$ cat config.mk
export PLATFORM = sky130hd
export DESIGN_NAME = ifu_fetch
export DESIGN_NICKNAME = d
export VERILOG_FILES = /design/src/rtl/ifu_fetch.sv
export SDC_FILE = /design/constraint.sdc
export NUM_CORES = 1
export LEC_CHECK = 0
export CELL_PAD_IN_SITES_DETAIL_PLACEMENT = 1
export CELL_PAD_IN_SITES_GLOBAL_PLACEMENT = 1
export CORE_MARGIN = 2
export CORE_UTILIZATION = 34
export CTS_CLUSTER_DIAMETER = 30
export DETAILED_ROUTE_END_ITERATION = 12
export GPL_TIMING_DRIVEN = 1
export PLACE_DENSITY_LB_ADDON = 0.1
export SLEW_MARGIN = 20
export SYNTH_ARGS = -nofsm -noshare
export SYNTH_HDL_FRONTEND = slang
export SYNTH_SLANG_ARGS = --single-unit
$ cat constraint.sdc
create_clock -name clk -period 5.2 [get_ports clk]
set_clock_uncertainty 0.2 [all_clocks]
set_input_delay 1.3 -clock clk [delete_from_list [all_inputs] [get_ports clk]]
set_output_delay 1.3 -clock clk [all_outputs]
set_load 0.02 [all_outputs]
$ cat src/rtl/ifu_fetch.sv
// Instruction fetch: holds the PC, issues one imem read at a time and hands {inst, pc} to decode.
// Latency: inst_valid the cycle after rsp_valid; next request the cycle after decode accepts.
module ifu_fetch #(
   parameter logic [31:0] RESET_PC = 32'h8000_0000,
   parameter int          PC_STEP  = 4
) (
   input  logic        clk,
   input  logic        rst,
   output logic        imem_req_valid,
   input  logic        imem_req_ready,
   output logic [31:0] imem_req_addr,
   input  logic        imem_rsp_valid,
   input  logic [31:0] imem_rsp_data,
   output logic        inst_valid,
   input  logic        inst_ready,
   output logic [31:0] inst,
   output logic [31:0] inst_pc,
   input  logic        redirect_valid,
   input  logic [31:0] redirect_pc,
   input  logic        halt,
   output logic        halted
);

   typedef enum logic [1:0] {REQ, WAIT, HOLD, HALT} state_t;

   state_t      state, state_nxt;
   logic [31:0] pc, pc_nxt;
   logic        kill, kill_nxt;
   logic [31:0] inst_q, inst_pc_q;
   logic        latch;
   logic [31:0] target;

   assign target = {redirect_pc[31:2], 2'b00};

   always_ff @(posedge clk) begin
      if (rst) begin
         state     <= REQ;
         pc        <= RESET_PC;
         kill      <= 1'b0;
         inst_q    <= '0;
         inst_pc_q <= '0;
      end else begin
         state <= state_nxt;
         pc    <= pc_nxt;
         kill  <= kill_nxt;
         if (latch) begin
            inst_q    <= imem_rsp_data;
            inst_pc_q <= pc;
         end
      end
   end

   always_comb begin
      state_nxt = state;
      pc_nxt    = pc;
      kill_nxt  = kill;
      latch     = 1'b0;
      case (state)
         REQ: begin
            if (redirect_valid) pc_nxt = target;
            if (imem_req_ready) begin
               state_nxt = WAIT;
               // The word already in flight belongs to the old path.
               if (redirect_valid) kill_nxt = 1'b1;
            end
         end
         WAIT: begin
            if (redirect_valid) begin
               pc_nxt   = target;
               kill_nxt = 1'b1;
            end
            if (imem_rsp_valid) begin
               if (kill || redirect_valid) begin
                  kill_nxt  = 1'b0;
                  state_nxt = REQ;
               end else begin
                  latch     = 1'b1;
                  state_nxt = HOLD;
               end
            end
         end
         HOLD: begin
            if (redirect_valid) begin
               pc_nxt    = target;
               state_nxt = REQ;
            end else if (inst_ready && halt) begin
               state_nxt = HALT;
            end else if (inst_ready) begin
               pc_nxt    = pc + 32'(PC_STEP);
               state_nxt = REQ;
            end
         end
         HALT: state_nxt = HALT;
         default: state_nxt = REQ;
      endcase
   end

   // Outputs are held at zero for as long as reset is asserted.
   assign imem_req_valid = !rst && (state == REQ);
   assign imem_req_addr  = rst ? 32'h0 : pc;
   assign inst_valid     = !rst && (state == HOLD);
   assign inst           = rst ? 32'h0 : inst_q;
   assign inst_pc        = rst ? 32'h0 : inst_pc_q;
   assign halted         = !rst && (state == HALT);

endmodule

==> impl_metrics.env <==
export IMPL_status="finished, final reports clean"
export IMPL_htree_levels=3
export IMPL_ios=170
export IMPL_power_density_nw_per_um2=241.3
export IMPL_final_hold_violation_count=0
export IMPL_place_hpwl_um=11540
export IMPL_slew_headroom_pct=55.93
export IMPL_ys_seq_area_share_pct=38.66
export IMPL_peakVddDrop_mv=0.1447
export IMPL_vias=5171
export IMPL_core_um2=13990
export IMPL_clockBufferDepth=2
export IMPL_yosys_top_cells_count="nand2_1, dfxtp_1, nor2b_1"
export IMPL_grt_util_all_layers_pct=20.91
export IMPL_die_w_um=124.3
export IMPL_start_util_pct=35.17
export IMPL_fin_area_um2=6913
export IMPL_rsz0062_at_grt="no"
export IMPL_post_cts_setup_buffers=0
export IMPL_synthFlopType="dfxtp_1"
export IMPL_postCtsResizedCells=0
export IMPL_fmax_mhz=227.4
export IMPL_synth_edf_count=0
export IMPL_gp_congestion=0.8071
export IMPL_holdCritPathClass="flop to flop"
export IMPL_synth_most_common_cell="nand2_1"
export IMPL_n_antenna_cell=0
export IMPL_overflow=0
export IMPL_synthCells=668
export IMPL_wirelength_um=16500
export IMPL_syn_area_um2=4920
export IMPL_regArea_um2=1902
export IMPL_via_per_inst=5.266
export IMPL_nNetsFinal=870
export IMPL_placed_cell_area_um2=6631
export IMPL_drt_first_pass_iters=4
export IMPL_worst_hold_slack_ns=0.2504
export IMPL_clkLatencyLatePin_ns=0.36
export IMPL_ys_top_cells_by_area="dfxtp_1, nand2_1, nor2b_1"
export IMPL_tns_ns=0
export IMPL_yosysTopAreaCell="dfxtp_1"
export IMPL_critPathMaxFanout=82
export IMPL_port_buffers=163
export IMPL_slew_violations=0
export IMPL_period_minus_slack_ns=4.398
export IMPL_nFillCells=1733
export IMPL_arrival_ns=2.90
export IMPL_ff2ff_setup_slack_ns=2.74
export IMPL_cts_root_buf="clkbuf_16"
export IMPL_cp_start_kind="primary input"
export IMPL_cts_tree="built"
export IMPL_multi_input_area_um2=2779
export IMPL_antenna_found_initial=0
export IMPL_yosysTopAreaCellShare_pct=38.66
export IMPL_grt_max_degree=83
export IMPL_grt_pass1_vias=5199
export IMPL_num_rows=43
export IMPL_die_h_um=124.3
export IMPL_leakage_uw=0.002395
export IMPL_pre_cts_ws_ns=0.8142
export IMPL_drc_errors=0
export IMPL_dieArea_um2=15450
export IMPL_end_kind="output port"
export IMPL_cts_num_sinks=95
export IMPL_drive_above_1_share_pct=4.738
export IMPL_worst_slack_ns=0.8023
export IMPL_drtIter0Drc=280
export IMPL_synth_avg_cell_area_um2=7.365
export IMPL_numCtsBuffers=9
export IMPL_ys_warn_count=0
export IMPL_avgRoutedWirePerCell_um=16.80
export IMPL_ys_seq_elements=95
export IMPL_final_core_util_pct=49.42
export IMPL_tightest_slew_ns=0.6560
export IMPL_grt_pass1_wl_um=26820
export IMPL_cap_violations=0
export IMPL_async_reset_ff_share_pct=0
export IMPL_post_route_period_util_pct=84.57
export IMPL_crit_type="primary input to output port"
export IMPL_areaGrowthSynthToFinish_pct=40.51
export IMPL_cts_hold_buffers=0
export IMPL_antenna_left=0
export IMPL_clk_pin_slew_worst_paths_ns=0.07
export IMPL_setup_viol=0
export IMPL_synth_distinct_cells=61
export IMPL_crit_required_ns=3.70
[metal layers]
| layer | global-route usage [%] | vias up | wire length [µm] |
|---|---|---|---|
| met5 | 0 | - | 0 |
| li1 | - | 2532 | - |
| met1 | 26.19 | 2503 | 7275 |
| met2 | 36.03 | 122 | 8057 |
| met3 | 4.983 | 14 | 989 |
| met4 | 5.486 | 0 | 176 |
[final timing paths]
check | from | end | cells past startpoint
max | rst | inst[26] | 4
min | inst_q[4]$_SDFFE_PP0P_ | inst_q[4]$_SDFFE_PP0P_ | 2
max reg2reg | state[0]$_SDFFE_PP0P_ | inst_q[25]$_SDFFE_PP0P_ | 6
min reg2reg | inst_q[4]$_SDFFE_PP0P_ | inst_q[4]$_SDFFE_PP0P_ | 2
[logic make-up after synthesis]
family	share of synthesized area (%)
AOI/OAI and AO/OA	18.77
adders and majority gates	0.2543
buffers and inverters	5.493
DFF	38.66
muxes	0.4069
other	0.07622
and+or+nand+nor	36.34
[placed cells by master, fill, tap and decap left out, types with 3 or more instances in the layout]
cell type          n
clkbuf_16          9
and4_1             6
or3_1              4
nor4_1             4
a22o_1             4
and2_1             3
inv_1              5
conb_1             4
nand4_1           10
o22ai_1            4
a21oi_1           82
o211ai_1           3
dfxtp_1           95
o31ai_1            4
a31oi_1            3
nor2_1            36
nor2b_1           90
o21ai_0           14
and3_1             7
buf_4             10
a21o_1             4
nand2_1          150
a211oi_1           5
a22oi_1            7
nand2b_1           3
clkdlybuf4s50_1  162
nor3_1            11
nand3_1           11
[sequential cells by signal, indices dropped and copies added, names as in the netlist]
register	count
inst_pc_q	30
inst_q	32
kill	1
pc	30
state	2
[layout make-up]
class                      instances  area share (%)
multi-input combinational        514           40.20
clock inverter                     5          0.5973
sequential                        95           27.51
tap                              180           3.258
inverter                           5          0.2715
clock buffer                      10           3.457
timing repair buffer             173           24.71
[worst max-delay path, cell delays in order]
cell and delay [ns]:
buf_6 0.48, buf_4 0.41, nor2b_1 0.10, clkdlybuf4s50_1 0.57
[through the flow]
stage	std cells	power, µW
detailed placement	967	1037
CTS	982	1683
global route	982	1736
floorplan	671	919.2
global placement	967	1031
finish	982	1668
[report_power, final]
| group | internal, µW | switching (µW) |
|---|---|---|
| registers | 753 | 35.2 |
| clock network | 340 | 308 |
| logic | 115 | 117 |
(Power assumes the default switching activity.)
